`src/rtl/decode_stage.sv`:
```
// Decode stage: turns an LC-3-style instruction into Execute controls and stalls Fetch on RAW hazards
// through a register scoreboard. Optional build macro: DECODE_WB_BYPASS_EN (same-cycle writeback unblocks).
module decode_stage #(
    parameter int DATA_W    = 16,
    parameter int RF_ADDR_W = 3
) (
    input  logic                 clock,
    input  logic                 reset,
    input  logic                 enable_decode,
    input  logic                 instr_valid,
    input  logic [DATA_W-1:0]    instr_in,
    input  logic [DATA_W-1:0]    npc_in,
    input  logic                 wb_en,
    input  logic [RF_ADDR_W-1:0] wb_dr,
    output logic                 stall,
    output logic                 enable_ex,
    output logic [DATA_W-1:0]    ir,
    output logic [DATA_W-1:0]    npc_out,
    output logic [5:0]           control_in,
    output logic [DATA_W-1:0]    imm,
    output logic [RF_ADDR_W-1:0] sr1,
    output logic [RF_ADDR_W-1:0] sr2,
    output logic [RF_ADDR_W-1:0] dr,
    output logic                 illegal
);

    localparam int NUM_REGS = 1 << RF_ADDR_W;

    localparam logic [3:0] OP_BR  = 4'b0000;
    localparam logic [3:0] OP_ADD = 4'b0001;
    localparam logic [3:0] OP_LD  = 4'b0010;
    localparam logic [3:0] OP_ST  = 4'b0011;
    localparam logic [3:0] OP_AND = 4'b0101;
    localparam logic [3:0] OP_LDR = 4'b0110;
    localparam logic [3:0] OP_STR = 4'b0111;
    localparam logic [3:0] OP_NOT = 4'b1001;
    localparam logic [3:0] OP_LDI = 4'b1010;
    localparam logic [3:0] OP_STI = 4'b1011;
    localparam logic [3:0] OP_JMP = 4'b1100;
    localparam logic [3:0] OP_LEA = 4'b1110;

    typedef enum logic {EMPTY, HELD} stateT;

    stateT                 state, nextState;
    logic [DATA_W-1:0]     holdInstr, holdNpc;
    logic [DATA_W-1:0]     curInstr, curNpc;
    logic [3:0]            opcode;
    logic [RF_ADDR_W-1:0]  curDr, curSr1, curSr2, lowReg;
    logic                  isStore;
    logic [1:0]            aluOp, memOp;
    logic                  op2Imm, lea;
    logic [DATA_W-1:0]     decImm;
    logic                  decWriter, decIllegal;
    logic [NUM_REGS-1:0]   pending, readMask, wbMask, setMask, effPending;
    logic                  hazard, issue, capture;
    logic [DATA_W-1:0]     imm5Ext, off6Ext, off9Ext;

    // A held instruction takes priority over whatever Fetch presents
    assign curInstr = (state == HELD) ? holdInstr : instr_in;
    assign curNpc   = (state == HELD) ? holdNpc   : npc_in;
    assign opcode   = curInstr[DATA_W-1 -: 4];
    assign curDr    = curInstr[11:9];
    assign curSr1   = curInstr[8:6];
    assign lowReg   = curInstr[2:0];
    assign isStore  = (opcode == OP_ST) || (opcode == OP_STR) || (opcode == OP_STI);
    assign curSr2   = isStore ? curDr : lowReg;

    assign imm5Ext = {{(DATA_W-5){curInstr[4]}}, curInstr[4:0]};
    assign off6Ext = {{(DATA_W-6){curInstr[5]}}, curInstr[5:0]};
    assign off9Ext = {{(DATA_W-9){curInstr[8]}}, curInstr[8:0]};

    always_comb begin
        aluOp      = 2'b00;
        op2Imm     = 1'b0;
        memOp      = 2'b00;
        lea        = 1'b0;
        decImm     = '0;
        readMask   = '0;
        decWriter  = 1'b0;
        decIllegal = 1'b0;
        case (opcode)
            OP_ADD, OP_AND: begin
                aluOp            = (opcode == OP_AND) ? 2'b01 : 2'b00;
                op2Imm           = curInstr[5];
                decWriter        = 1'b1;
                readMask[curSr1] = 1'b1;
                if (curInstr[5])
                    decImm = imm5Ext;
                else
                    readMask[lowReg] = 1'b1;
            end
            OP_NOT: begin
                aluOp            = 2'b10;
                decWriter        = 1'b1;
                readMask[curSr1] = 1'b1;
            end
            OP_LD: begin
                memOp     = 2'b01;
                decImm    = off9Ext;
                decWriter = 1'b1;
            end
            OP_LDR: begin
                memOp            = 2'b01;
                decImm           = off6Ext;
                decWriter        = 1'b1;
                readMask[curSr1] = 1'b1;
            end
            OP_LDI: begin
                memOp     = 2'b11;
                decImm    = off9Ext;
                decWriter = 1'b1;
            end
            OP_ST: begin
                memOp            = 2'b10;
                decImm           = off9Ext;
                readMask[curSr2] = 1'b1;
            end
            OP_STR: begin
                memOp            = 2'b10;
                decImm           = off6Ext;
                readMask[curSr1] = 1'b1;
                readMask[curSr2] = 1'b1;
            end
            OP_STI: begin
                memOp            = 2'b11;
                decImm           = off9Ext;
                readMask[curSr2] = 1'b1;
            end
            OP_LEA: begin
                lea       = 1'b1;
                decImm    = off9Ext;
                decWriter = 1'b1;
            end
            OP_BR: begin
                aluOp  = 2'b11;
                decImm = off9Ext;
            end
            OP_JMP: begin
                aluOp            = 2'b11;
                readMask[curSr1] = 1'b1;
            end
            default: decIllegal = 1'b1;
        endcase
    end

    always_comb begin
        wbMask = '0;
        if (wb_en)
            wbMask[wb_dr] = 1'b1;
        setMask = '0;
        if (issue && decWriter)
            setMask[curDr] = 1'b1;
    end

`ifdef DECODE_WB_BYPASS_EN
    assign effPending = pending & ~wbMask;
`else
    assign effPending = pending;
`endif

    assign hazard = |(readMask & effPending);
    assign stall  = (state == HELD);

    always_ff @(posedge clock or negedge reset) begin
        if (!reset)
            state <= EMPTY;
        else
            state <= nextState;
    end

    // Stage enable gates every transition; a low enable simply freezes the FSM
    always_comb begin
        nextState = state;
        issue     = 1'b0;
        capture   = 1'b0;
        if (enable_decode) begin
            case (state)
                EMPTY: begin
                    if (instr_valid) begin
                        if (hazard) begin
                            capture   = 1'b1;
                            nextState = HELD;
                        end else begin
                            issue = 1'b1;
                        end
                    end
                end
                HELD: begin
                    if (!hazard) begin
                        issue     = 1'b1;
                        nextState = EMPTY;
                    end
                end
            endcase
        end
    end

    // Set is ORed in after the clear so a same-index set wins
    always_ff @(posedge clock or negedge reset) begin
        if (!reset) begin
            pending   <= '0;
            holdInstr <= '0;
            holdNpc   <= '0;
        end else begin
            pending <= (pending & ~wbMask) | setMask;
            if (capture) begin
                holdInstr <= instr_in;
                holdNpc   <= npc_in;
            end
        end
    end

    always_ff @(posedge clock or negedge reset) begin
        if (!reset) begin
            enable_ex  <= 1'b0;
            illegal    <= 1'b0;
            ir         <= '0;
            npc_out    <= '0;
            control_in <= '0;
            imm        <= '0;
            sr1        <= '0;
            sr2        <= '0;
            dr         <= '0;
        end else begin
            enable_ex <= issue;
            illegal   <= issue & decIllegal;
            if (issue) begin
                ir         <= curInstr;
                npc_out    <= curNpc;
                control_in <= {aluOp, op2Imm, memOp, lea};
                imm        <= decImm;
                sr1        <= curSr1;
                sr2        <= curSr2;
                dr         <= curDr;
            end
        end
    end

endmodule

```
`config.mk`:
```
export PLATFORM = sky130hd
export DESIGN_NAME = decode_stage
export DESIGN_NICKNAME = d
export VERILOG_FILES = /design/src/rtl/decode_stage.sv
export SDC_FILE = /design/constraint.sdc
export NUM_CORES = 1
export LEC_CHECK = 0
export ABC_AREA = 1
export CAP_MARGIN = 20
export CORE_MARGIN = 10
export CORE_UTILIZATION = 52
export DETAILED_ROUTE_END_ITERATION = 8
export PLACE_DENSITY = 0.81
export REMOVE_ABC_BUFFERS = 1
export SLEW_MARGIN = 0
export SYNTH_ARGS = -nofsm -noshare
export SYNTH_HDL_FRONTEND = slang
export SYNTH_SLANG_ARGS = --single-unit
```
`constraint.sdc`:
```
create_clock -name clock -period 5.4 [get_ports clock]
set_input_delay 1.62 -clock clock [delete_from_list [all_inputs] [get_ports clock]]
set_output_delay 1.62 -clock clock [all_outputs]
set_load 0.05 [all_outputs]
```
==> flow_metrics.tcl <==
set metrics [dict create \
    result_of_the_run "finished, final reports clean" \
    part_of_the_total_power_dissipated_in_combinational_logic 0.515 \
    cts_made_buffers 9 \
    synth_enable_flop_cells 0 \
    routed_via_density 5.07 \
    initialDrtViolationCount 315 \
    slew_headroom 0.618 \
    tightestPinTransition_ns 0.573 \
    clockPowerShare 0.146 \
    crit_path_top_delay_cell "nor2_8" \
    power.share.sequential 0.339 \
    totalNegativeSetupSlack_ns 0 \
    post_synth_main_area_contributors "dfrtp_1 46%, nand2_1 21%, o21ai_0 11%" \
    hold_violations 0 \
    total_placed_instance_area_sq_um 6020 \
    num_io_pins 106 \
    drtAntennaViolNets 0 \
    layout.filler_cells 848 \
    port_buffers 105 \
    grt_overflow_total 0 \
    pwr_cell_area_nw_per_um2 521 \
    die_y_um 119 \
    fp.dieArea_sq_um 14100 \
    arrival_ns 4.60 \
    synth_area_per_cell_sq_um 7.30 \
    path_class "input pin to flop" \
    post_synth_inst_count 692 \
    crit_top_cell "nand2_1" \
    clk-insertion-delay-late_ns 0.37 \
    vdd_drop_max_mv 0.256 \
    design_area_sq_um 6220 \
    sequential_to_total_area_share_from_yosys_stat 0.461 \
    cts_tree "yes" \
    routed_wire_length_per_instance_um 14.7 \
    synth-async-reset-ratio 1.00 \
    first_global_vias 4629 \
    final_critical_path_setup_slack_ns 1.10 \
    cp-start-kind "input pin" \
    detail_route.first_pass.iterations 5 \
    die_x_um 119 \
    layout-drive-gt1-share 0.0672 \
    drt-total-wl_um 13300 \
    grt_first_pass_wirelength_um 22400 \
    crit_path_cell_trace "clkdlybuf4s50_1, nand2_1, nand2_1, nand2_1, inv_1, nand2_1, nand2_1, nand3b_1, nand3_1, nand2_1, nor2_1, nand2_2, nor2_8, buf_4, nand2_1, nand2_1" \
    cts.path.max_buffers 2 \
    worst_setup_path_end_kind "flop" \
    cts.sinks 93 \
    routed-via-count 4582 \
    power.switching_fraction 0.483 \
    cts_resized 0 \
    worst_path_largest_cell_delay_ns 0.52 \
    grt.total_usage 0.188 \
    dp_hpwl_um 9630 \
    synth.distinct_cells 31 \
    min_period_over_period 0.796 \
    internal_power_mw 1.67 \
    antenna_found_initial 0 \
    cts_hold_buf 0 \
    mostFrequentLayoutCells "279 x nand2_1, 108 x o21ai_0, 104 x clkdlybuf4s50_1" \
    dominant_register_cell_in_the_synthesized_netlist "dfrtp_1" \
    cts.root.buffer_cell "clkbuf_8" \
    critPathMaxFanout 38 \
    cts.reportedPaths.clkPinSlew_ns 0.08 \
    rsz_0062_raised_after_global_routing "no" \
    netlist_area_sq_um 5050 \
    synth_top_area_cell "dfrtp_1" \
    worst_hold_path_type "flop to flop" \
    register_bit_count_reported_by_yosys 93 \
    setup_viol 0 \
    place_worst_setup_slack_ns 0.817 \
    layout.cells.most_common "nand2_1" \
    cts.htree.levels 3 \
    power.total_mw 3.24 \
    report.final.slew_viol_count 0 \
    timing.fmax_mhz 233 \
    timing.critical_path.required_ns 5.70 \
    leakagePower_nw 3.14 \
    power_switching_mw 1.57 \
    gp_routability_congestion 0.881 \
    nNetsFinal 809 \
    layout_min_cycle_time_ns 4.30 \
    detail_route.drc_violations 0 \
    placeableCoreArea_sq_um 9370 \
    ys_warn_count 0 \
    antenna_cells 0 \
    max_cap_violations 0 \
    initial_core_util 0.539 \
    grt_start_max_net_pins 60 \
    placement_rows 35 \
    synthDominantCellAreaShare 0.461 \
    area_growth_pct 23.0 \
    final.setup_skew_ns 0.0137 \
    postCtsSetupRepairBufs 0 \
]
synthesized netlist by cell type, drive strengths merged (2+ instances only):
master  count
nand2     288
o21ai     122
dfrtp      93
inv        63
buf        34
nor2       29
nand3      27
clkbuf     12
a21oi       8
a31o        4
nor3        3
or2         3
o21bai      2
power groups by stage:
stage | Combinational [mW] | Sequential [mW] | Clock (mW)
after floorplan | 0.462 | 1.72 | 0
after global placement | 1.66 | 1.10 | 0
after detailed placement | 1.68 | 1.11 | 0
after CTS | 1.69 | 1.10 | 0.478
after global routing | 1.80 | 1.14 | 0.502
final | 1.67 | 1.10 | 0.472
flip-flops by register name, summed over array words and instances (netlist names):
name        flops
sr1             2
dr              2
imm             9
ir             12
control_in      6
holdInstr      16
sr2             3
illegal         1
stall           1
effPending      8
enable_ex       1
npc_out        16
holdNpc        16
logic make-up (layout without fill, tap and decap cells):
family / count (synthesis) / count (layout) / synth area share
AO/OA/AOI/OAI: 139 / 139 / 0.148
buffers and inverters: 109 / 191 / 0.109
flip-flops: 93 / 93 / 0.461
AND/OR/NAND/NOR: 351 / 351 / 0.282
layout make-up:
class	instances	area (sq um)	area share
clock buffer	11	131	0.0211
clock inverter	5	60.1	0.00966
inverter	63	236	0.0380
multi-input combinational	490	2180	0.350
sequential	93	2330	0.375
tap	129	161	0.0260
timing repair buffer	112	1120	0.180
worst max-delay path: cells and delay by family:
family / cells / cell delay, ns
buffers and inverters: 3 / 0.89
and+or+nand+nor: 13 / 2.08
path summary, 6_finish.rpt:
| check | from | endpoint | slack, ns | cells past startpoint |
|---|---|---|---|---|
| max | instr_in[12] | imm[2] | 1.10 | 16 |
| min | holdInstr[4] | holdInstr[4] | 0.47 | 2 |
| max reg2reg | stall | imm[2] | 1.72 | 17 |
| min reg2reg | holdInstr[4] | holdInstr[4] | 0.47 | 2 |
| max in group asynchronous | reset | holdInstr[0] | 3.51 | 2 |
| min in group asynchronous | reset | npc_out[15] | 1.22 | 1 |
per-stage QoR:
step / std cells / hold WS [ns] / util
2_1_floorplan: 646 / 0.434 / -
3_3_place_gp: 886 / 0.447 / 0.640
3_5_place_dp: 887 / 0.453 / 0.643
4_1_cts: 903 / 0.474 / 0.663
5_1_grt: 903 / 0.485 / 0.663
6_report: 903 / 0.473 / 0.663
layer usage:
metal,global-route usage,share of wire,vias to the layer above
li1,-,-,2315
met1,0.228,0.43,2123
met2,0.324,0.49,124
met3,0.0414,0.061,20
met4,0.0626,0.018,0
met5,0,0,-
(Power assumes the default switching activity.)
